===== src/rtl/mult_share_arbiter_pkg.sv =====
// Shared types for the multiplier-sharing arbiter: FSM state encoding and width defaults.
package mult_arb_pkg;

  typedef enum logic [1:0] {StIdle, StIssue, StWait, StDone} state_e;

  localparam int DefNumReq = 4;
  localparam int DefDataW  = 8;
  localparam int DefProdW  = 2 * DefDataW;

endpackage


===== src/rtl/mult_share_arbiter_if.sv =====
// Lane-side and multiplier-side signals of the arbiter; slave = arbiter, master = environment.
interface mult_share_arbiter_if
  import mult_arb_pkg::*;
#(
  parameter int NUM_REQ = DefNumReq,
  parameter int DATA_W  = DefDataW,
  parameter int PROD_W  = DefProdW,
  parameter int IDX_W   = (NUM_REQ > 1) ? $clog2(NUM_REQ) : 1
);

  logic [NUM_REQ-1:0]        req;
  logic [NUM_REQ*DATA_W-1:0] req_a;
  logic [NUM_REQ*DATA_W-1:0] req_b;
  logic [NUM_REQ-1:0]        gnt;
  logic [NUM_REQ-1:0]        done;
  logic [PROD_W-1:0]         result;
  logic [IDX_W-1:0]          result_idx;
  logic                      busy;
  logic                      mul_start;
  logic [DATA_W-1:0]         mul_a;
  logic [DATA_W-1:0]         mul_b;
  logic [PROD_W-1:0]         mul_product;
  logic                      mul_ready;

  modport slave (
    input  req, req_a, req_b, mul_product, mul_ready,
    output gnt, done, result, result_idx, busy, mul_start, mul_a, mul_b
  );

  modport master (
    output req, req_a, req_b, mul_product, mul_ready,
    input  gnt, done, result, result_idx, busy, mul_start, mul_a, mul_b
  );

endinterface


===== src/rtl/mult_share_arbiter_rr_pick.sv =====
// Combinational round-robin picker: first requesting lane at or after i_ptr, wrapping.
module rr_pick #(
  parameter int NUM_REQ = 4,
  parameter int IDX_W   = 2
) (
  input  logic [NUM_REQ-1:0] i_req,
  input  logic [IDX_W-1:0]   i_ptr,
  output logic [NUM_REQ-1:0] o_gnt,
  output logic [IDX_W-1:0]   o_idx,
  output logic               o_any
);

  int               w_sum;
  logic [IDX_W-1:0] w_lane;

  // Scan from the farthest offset down so the lane nearest the pointer is written last and wins.
  always_comb begin
    o_gnt  = '0;
    o_idx  = '0;
    o_any  = 1'b0;
    w_sum  = 0;
    w_lane = '0;
    for (int k = 0; k < NUM_REQ; k++) begin
      w_sum  = (int'(i_ptr) + NUM_REQ - 1 - k) % NUM_REQ;
      w_lane = IDX_W'(w_sum);
      if (i_req[w_lane]) begin
        o_gnt         = '0;
        o_gnt[w_lane] = 1'b1;
        o_idx         = w_lane;
        o_any         = 1'b1;
      end
    end
  end

endmodule


===== src/rtl/mult_share_arbiter.sv =====
// Shares one sequential multiplier among NUM_REQ lanes: grant, issue, wait for ready, return product.
// MULT_ARB_FIXED_PRIO_EN selects fixed lowest-index priority instead of round-robin.
module mult_share_arbiter
  import mult_arb_pkg::*;
#(
  parameter int NUM_REQ = DefNumReq,
  parameter int DATA_W  = DefDataW,
  parameter int PROD_W  = DefProdW,
  parameter int IDX_W   = (NUM_REQ > 1) ? $clog2(NUM_REQ) : 1
) (
  input logic                 clk,
  input logic                 rst_n,
  mult_share_arbiter_if.slave bus
);

  state_e             r_state, w_state_d;
  logic [IDX_W-1:0]   r_ptr, w_ptr_d;
  logic [IDX_W-1:0]   r_idx, w_idx_d;
  logic [IDX_W-1:0]   r_result_idx, w_result_idx_d;
  logic [NUM_REQ-1:0] r_gnt, w_gnt_d;
  logic [NUM_REQ-1:0] r_done, w_done_d;
  logic [PROD_W-1:0]  r_result, w_result_d;
  logic [DATA_W-1:0]  r_mul_a, w_mul_a_d;
  logic [DATA_W-1:0]  r_mul_b, w_mul_b_d;
  logic               r_mul_start, w_mul_start_d;
  logic               r_wait_first, w_wait_first_d;
  logic               r_busy;

  logic [NUM_REQ-1:0] w_pick_gnt;
  logic [IDX_W-1:0]   w_pick_idx;
  logic               w_pick_any;

  // In fixed-priority builds the pointer never leaves 0, so the picker degenerates to lowest-index.
  rr_pick #(
    .NUM_REQ (NUM_REQ),
    .IDX_W   (IDX_W)
  ) u_pick (
    .i_req (bus.req),
    .i_ptr (r_ptr),
    .o_gnt (w_pick_gnt),
    .o_idx (w_pick_idx),
    .o_any (w_pick_any)
  );

  always_comb begin
    w_state_d      = r_state;
    w_ptr_d        = r_ptr;
    w_idx_d        = r_idx;
    w_result_idx_d = r_result_idx;
    w_gnt_d        = '0;
    w_done_d       = '0;
    w_result_d     = r_result;
    w_mul_a_d      = r_mul_a;
    w_mul_b_d      = r_mul_b;
    w_mul_start_d  = 1'b0;
    w_wait_first_d = 1'b0;
    case (r_state)
      StIdle: begin
        if (w_pick_any) begin
          w_state_d     = StIssue;
          w_gnt_d       = w_pick_gnt;
          w_mul_start_d = 1'b1;
          w_idx_d       = w_pick_idx;
          w_mul_a_d     = bus.req_a[w_pick_idx*DATA_W +: DATA_W];
          w_mul_b_d     = bus.req_b[w_pick_idx*DATA_W +: DATA_W];
`ifndef MULT_ARB_FIXED_PRIO_EN
          w_ptr_d = (w_pick_idx == IDX_W'(NUM_REQ - 1)) ? '0 : w_pick_idx + 1'b1;
`endif
        end
      end
      StIssue: begin
        w_state_d      = StWait;
        w_wait_first_d = 1'b1;
      end
      StWait: begin
        // Ready seen in the first WAIT cycle may still belong to the previous job.
        if (!r_wait_first && bus.mul_ready) begin
          w_state_d       = StDone;
          w_result_d      = bus.mul_product;
          w_result_idx_d  = r_idx;
          w_done_d[r_idx] = 1'b1;
        end
      end
      StDone:  w_state_d = StIdle;
      default: w_state_d = StIdle;
    endcase
  end

  always_ff @(posedge clk or negedge rst_n) begin
    if (!rst_n) begin
      r_state      <= StIdle;
      r_ptr        <= '0;
      r_idx        <= '0;
      r_result_idx <= '0;
      r_gnt        <= '0;
      r_done       <= '0;
      r_result     <= '0;
      r_mul_a      <= '0;
      r_mul_b      <= '0;
      r_mul_start  <= 1'b0;
      r_wait_first <= 1'b0;
      r_busy       <= 1'b0;
    end else begin
      r_state      <= w_state_d;
      r_ptr        <= w_ptr_d;
      r_idx        <= w_idx_d;
      r_result_idx <= w_result_idx_d;
      r_gnt        <= w_gnt_d;
      r_done       <= w_done_d;
      r_result     <= w_result_d;
      r_mul_a      <= w_mul_a_d;
      r_mul_b      <= w_mul_b_d;
      r_mul_start  <= w_mul_start_d;
      r_wait_first <= w_wait_first_d;
      r_busy       <= (w_state_d != StIdle);
    end
  end

  assign bus.gnt        = r_gnt;
  assign bus.done       = r_done;
  assign bus.result     = r_result;
  assign bus.result_idx = r_result_idx;
  assign bus.busy       = r_busy;
  assign bus.mul_start  = r_mul_start;
  assign bus.mul_a      = r_mul_a;
  assign bus.mul_b      = r_mul_b;

endmodule

===== src/flat_wrapper.sv =====
// flat-port wrapper written by rule: the top's interface ports become plain ports
module mult_share_arbiter_flat import mult_arb_pkg::*;
#(
  parameter int NUM_REQ = DefNumReq,
  parameter int DATA_W  = DefDataW,
  parameter int PROD_W  = DefProdW,
  parameter int IDX_W   = (NUM_REQ > 1) ? $clog2(NUM_REQ) : 1
)
  (clk, rst_n, bus_req, bus_req_a, bus_req_b, bus_mul_product, bus_mul_ready, bus_gnt, bus_done, bus_result, bus_result_idx, bus_busy, bus_mul_start, bus_mul_a, bus_mul_b);
  mult_share_arbiter_if #(.NUM_REQ(NUM_REQ), .DATA_W(DATA_W), .PROD_W(PROD_W), .IDX_W(IDX_W)) bus_i ();
  input logic clk;
  input logic rst_n;
  input wire logic [$bits(bus_i.req)-1:0] bus_req;
  input wire logic [$bits(bus_i.req_a)-1:0] bus_req_a;
  input wire logic [$bits(bus_i.req_b)-1:0] bus_req_b;
  input wire logic [$bits(bus_i.mul_product)-1:0] bus_mul_product;
  input wire logic [$bits(bus_i.mul_ready)-1:0] bus_mul_ready;
  output wire logic [$bits(bus_i.gnt)-1:0] bus_gnt;
  output wire logic [$bits(bus_i.done)-1:0] bus_done;
  output wire logic [$bits(bus_i.result)-1:0] bus_result;
  output wire logic [$bits(bus_i.result_idx)-1:0] bus_result_idx;
  output wire logic [$bits(bus_i.busy)-1:0] bus_busy;
  output wire logic [$bits(bus_i.mul_start)-1:0] bus_mul_start;
  output wire logic [$bits(bus_i.mul_a)-1:0] bus_mul_a;
  output wire logic [$bits(bus_i.mul_b)-1:0] bus_mul_b;
  assign bus_i.req = bus_req;
  assign bus_i.req_a = bus_req_a;
  assign bus_i.req_b = bus_req_b;
  assign bus_i.mul_product = bus_mul_product;
  assign bus_i.mul_ready = bus_mul_ready;
  assign bus_gnt = bus_i.gnt;
  assign bus_done = bus_i.done;
  assign bus_result = bus_i.result;
  assign bus_result_idx = bus_i.result_idx;
  assign bus_busy = bus_i.busy;
  assign bus_mul_start = bus_i.mul_start;
  assign bus_mul_a = bus_i.mul_a;
  assign bus_mul_b = bus_i.mul_b;
  mult_share_arbiter #(.NUM_REQ(NUM_REQ), .DATA_W(DATA_W), .PROD_W(PROD_W), .IDX_W(IDX_W)) u_core (.clk(clk), .rst_n(rst_n), .bus(bus_i));
endmodule

===== config.mk =====
export PLATFORM = sky130hd
export DESIGN_NAME = mult_share_arbiter_flat
export DESIGN_NICKNAME = d
export VERILOG_FILES = /design/src/rtl/mult_share_arbiter_pkg.sv /design/src/rtl/mult_share_arbiter_if.sv /design/src/rtl/mult_share_arbiter_rr_pick.sv /design/src/rtl/mult_share_arbiter.sv /design/src/flat_wrapper.sv
export SDC_FILE = /design/constraint.sdc
export NUM_CORES = 1
export LEC_CHECK = 0
export ABC_AREA = 1
export BUFFER_PORTS_ARGS = -buffer_cell sky130_fd_sc_hd__buf_2
export CAP_MARGIN = 20
export CORE_UTILIZATION = 53
export CTS_CLUSTER_DIAMETER = 40
export DETAILED_ROUTE_END_ITERATION = 8
export MAX_ROUTING_LAYER = met4
export PLACE_DENSITY = 0.87
export SLEW_MARGIN = 20
export SYNTH_ARGS = -nofsm -noshare
export SYNTH_HDL_FRONTEND = slang
export SYNTH_HIERARCHICAL = 1
export SYNTH_SLANG_ARGS = --single-unit

===== constraint.sdc =====
create_clock -name clk -period 6.7 [get_ports clk]
set_input_delay 1.34 -clock clk [delete_from_list [all_inputs] [get_ports clk]]
set_output_delay 1.34 -clock clk [all_outputs]
set_load 0.05 [all_outputs]

==> metrics list <==
- Buffers added to address setup during post-CTS repair amount to 0.
- Iteration-0 DRC Markers: 138
- EDFF count, synth: 0
- Initial core utilization: 0.5660
- Synth Area in Simple Gates: 0.3848
- In the routed design, unresolved DRC markers number 0.
- Tracing the worst setup path back leads to its startpoint at bus_req[0].
* Outcome: finished, final reports clean
- Share of the yosys chip area belonging to registers: 0.3997
* Post-route setup slack: 3.632 ns
- Of the total synthesized cell area, the portion taken by XOR and XNOR cells is 0.
- Share of synthesized flip-flops with an asynchronous set or reset: 1.000
- After synthesis the netlist holds a flip-flop and latch count of 51.
* Worst Setup Slack post-DPL: between 3 and 4 ns
- The number of global-route vias before repair was 2915.
* Number of nets in the layout: 701
* CTS hold repair buffers: 0
- The die covers 0.006339 mm2.
- Fill cells in the final layout number ~520.
* Top cells by area, synth: sky130_fd_sc_hd__dfrtp_1 40%, sky130_fd_sc_hd__nand2_1 27%, sky130_fd_sc_hd__inv_1 10%, sky130_fd_sc_hd__nand3_1 6.4%, sky130_fd_sc_hd__ha_1 3.9%
- HPWL after detailed placement: 5570 um
- Launching element type of the critical path: primary input
- Mean number of vias per cell: 4.713
- Pin count of the biggest net entering global routing: 52
- The count of nets left with antenna violations once routing finished came out at 0.
- Syn_area_per_cell: 6.638 um2
* Number of rows created at floorplan: 27
- Classification of the worst-slack hold path: flop to flop
* Startpoint of the tightest hold check path: u_core/bus.result[1]
- The clock drives roughly 50 sinks.
- Critical path endpoint category: flop
* Number of buffers inserted by port buffering: 130
- The area growth from synthesis to layout is 23.04%.
- Post-Syn Area: 0.003193 mm2
- Required time at the endpoint of the critical path: 6.94 ns
* Clk root buf: sky130_fd_sc_hd__clkbuf_8
- The total overflow left after global routing is 0.
* Clock skew: between 0.008 and 0.009 ns
* Share of layout cells above drive strength 1: 0.2612
- Pin placement for this block handled about 130 I/O pins.
- Total wirelength of the detailed-routed design: between 7000 and 8000 um
* Final worst path period need: 3.068 ns
- After synthesis, the largest family of logic cells by area is simple AND/OR/NAND/NOR gates.
- The first TritonRoute pass finished after 4 iterations.
- Setup violations remaining at the end of the flow were counted as 0.
- The first global-routing pass estimated roughly 12000 um of wire.
- The area fraction in compound gates after synthesis came to 0.02351.
* Unrepaired setup endpoints after global routing: no
- The max-slew violation total from the final report came to 0.
- Detailed routing inserted a total of roughly 3200 vias.
* Peak clock frequency supported by timing: 326.0 MHz
- Measured against its own limit, the worst slew margin works out to 0.4842.
- The critical path in this run is classified as primary input to flop.
* Clock slew seen by the registers of the worst setup and hold paths: around 0.090 ns
* Number of synthesis warnings: 6
* Final-layout setup total negative slack: 0 ns
- DIE HEIGHT: 79.62 um
- Yosys top cell area share: 0.3997
* Synth Flop Type: sky130_fd_sc_hd__dfrtp_1
- The number of hold-slack violations in the final timing report came to 0.
* Max-Cap Viols: 0
- Die outline width: 79.62 um
- Summed over all instances, the cell type with the most area after synthesis is sky130_fd_sc_hd__dfrtp_1.
- Once layout is complete, the utilization of the core stands at 0.6964.
- The clock passes through at most 2 buffers.
- Max Fanout on Critical Path: 35
- Adder-Cell Fraction of Synth Area: 0.03918
* Routability cong.: 0.9116
* Antenna cells: 0
- Synthesis produced a netlist with a net count of 578.
- In the global route stage, overall resource usage came out at 0.2529.
- At the pin with the least slew margin, the transition time is slightly below 0.8 ns.
- Synthesis handed over a netlist of 481 instances.
- Worst Path Arrival: 3.31 ns
- Number of levels in the clock H-tree: 2
- The initial antenna violation count came to 0.
* Wire per inst: 10.93 um
- The later pin in the worst-skew pair is clocked with a latency of approximately 0.3 ns.
- The worst register-to-register path begins at u_core/r_ptr[0].
* Portion of netlist area occupied by mux cells: 0
* Number of distinct library cells after synthesis: 26
* Total CTS buffers: 5
- In this run, post-CTS repair resized a total of 0 instances.
* Clock tree from TritonCTS: yes
- The core region is 0.005642 mm2.
- Ratio of final minimum period to clock period: 0.4579
[per-layer routing]
| layer | up-vias | routed length [um] | GRT usage |
|---|---|---|---|
| met5 | - | 0 | - |
| met4 | 0 | 41 | 0.06000 |
| met3 | 4 | 573 | 0.05829 |
| met2 | 144 | 3468 | 0.4359 |
| met1 | 1390 | 3318 | 0.2983 |
| li1 | 1653 | - | - |
[cells by family (layout without fill, tap and decap cells)]
kind of cell    after synthesis  in the layout
compound gates               14             14
fa+ha+maj                    10             10
buf+inv                     110            234
flops                        51             51
simple gates                296            296
[worst paths after layout]
kind / endpoint / slack, ns / cells after the start
setup / recovery: u_core/bus.mul_b[2] / 3.63 / 15
hold / removal: u_core/bus.result[1] / 0.48 / 2
setup reg to reg: u_core/bus.mul_b[0] / 3.74 / 17
hold reg to reg: u_core/bus.result[1] / 0.48 / 2
max in group asynchronous: u_core/bus.mul_b[7] / 5.24 / 1
min in group asynchronous: u_core/bus.busy / 1.06 / 1
[worst max-delay path, stage by stage]
cell and delay (ns):
sky130_fd_sc_hd__buf_2 0.11, sky130_fd_sc_hd__inv_1 0.08, sky130_fd_sc_hd__nand2_1 0.10, sky130_fd_sc_hd__nand3_2 0.15, sky130_fd_sc_hd__nand2_4 0.09, sky130_fd_sc_hd__o21ai_0 0.30, sky130_fd_sc_hd__nand2_1 0.12, sky130_fd_sc_hd__o21ai_2 0.08
sky130_fd_sc_hd__buf_4 0.35, sky130_fd_sc_hd__inv_4 0.21, sky130_fd_sc_hd__nand2_1 0.11, sky130_fd_sc_hd__nand3_1 0.08, sky130_fd_sc_hd__nand2_1 0.09, sky130_fd_sc_hd__nand2_1 0.05, sky130_fd_sc_hd__nand2_1 0.06
[state kept, by name (all words and copies together) (netlist names)]
name,cells
u_core/bus.mul_a,8
u_core/r_wait_first,1
u_core/r_idx,2
u_core/bus.busy,1
u_core/bus.mul_b,8
u_core/bus.result,16
u_core/r_state,2
u_core/bus.gnt,4
u_core/r_ptr,2
u_core/bus.mul_start,1
u_core/bus.result_idx,2
u_core/bus.done,4
[cells in the mapped netlist, drive strengths merged, types with 5 or more instances]
cell type / n
a21oi: 5
dfrtp: 51
o21ai: 7
nand2: 233
nand3: 44
ha: 10
nor2: 14
inv: 93
buf: 16
[cell type report]
class                           count  area (um2)  area share
Timing Repair Buffer              132       668.1      0.1701
Multi-Input combinational cell    320        1433      0.3646
Clock buffer                        7       96.34     0.02452
Sequential cell                    51        1276      0.3248
Clock inverter                      1       7.507    0.001911
Inverter                           94       357.8     0.09108
Tap cell                           72       90.09     0.02293
[per-stage QoR]
stage               hold slack (ns)  area (um2)  instances
global route                 0.4924        3929        677
detailed placement           0.4604        3822        669
floorplan                    0.4451        3193        481
finish                       0.4772        3929        677
CTS                          0.4832        3926        677
global placement             0.4561        3822        669
[cells in the final DEF (no fill, tap or decap), types with 2 or more instances in the layout]
master	synthesis	final
sky130_fd_sc_hd__o21ai_1	4	3
sky130_fd_sc_hd__nand3_2	2	2
sky130_fd_sc_hd__inv_1	86	86
sky130_fd_sc_hd__buf_2	5	129
sky130_fd_sc_hd__inv_4	2	2
sky130_fd_sc_hd__nand2_1	226	226
sky130_fd_sc_hd__buf_4	5	3
sky130_fd_sc_hd__ha_1	10	10
sky130_fd_sc_hd__nor2_1	14	14
sky130_fd_sc_hd__nand3_1	41	41
sky130_fd_sc_hd__nand2_4	2	2
sky130_fd_sc_hd__o21ai_0	3	3
sky130_fd_sc_hd__a21oi_1	5	5
sky130_fd_sc_hd__clkbuf_8	0	7
sky130_fd_sc_hd__nand2_2	5	5
sky130_fd_sc_hd__inv_2	5	5
sky130_fd_sc_hd__dfrtp_1	51	51
Power is not shown: default switching activity piles up to over one toggle a cycle in this logic, so the estimate is an artifact.
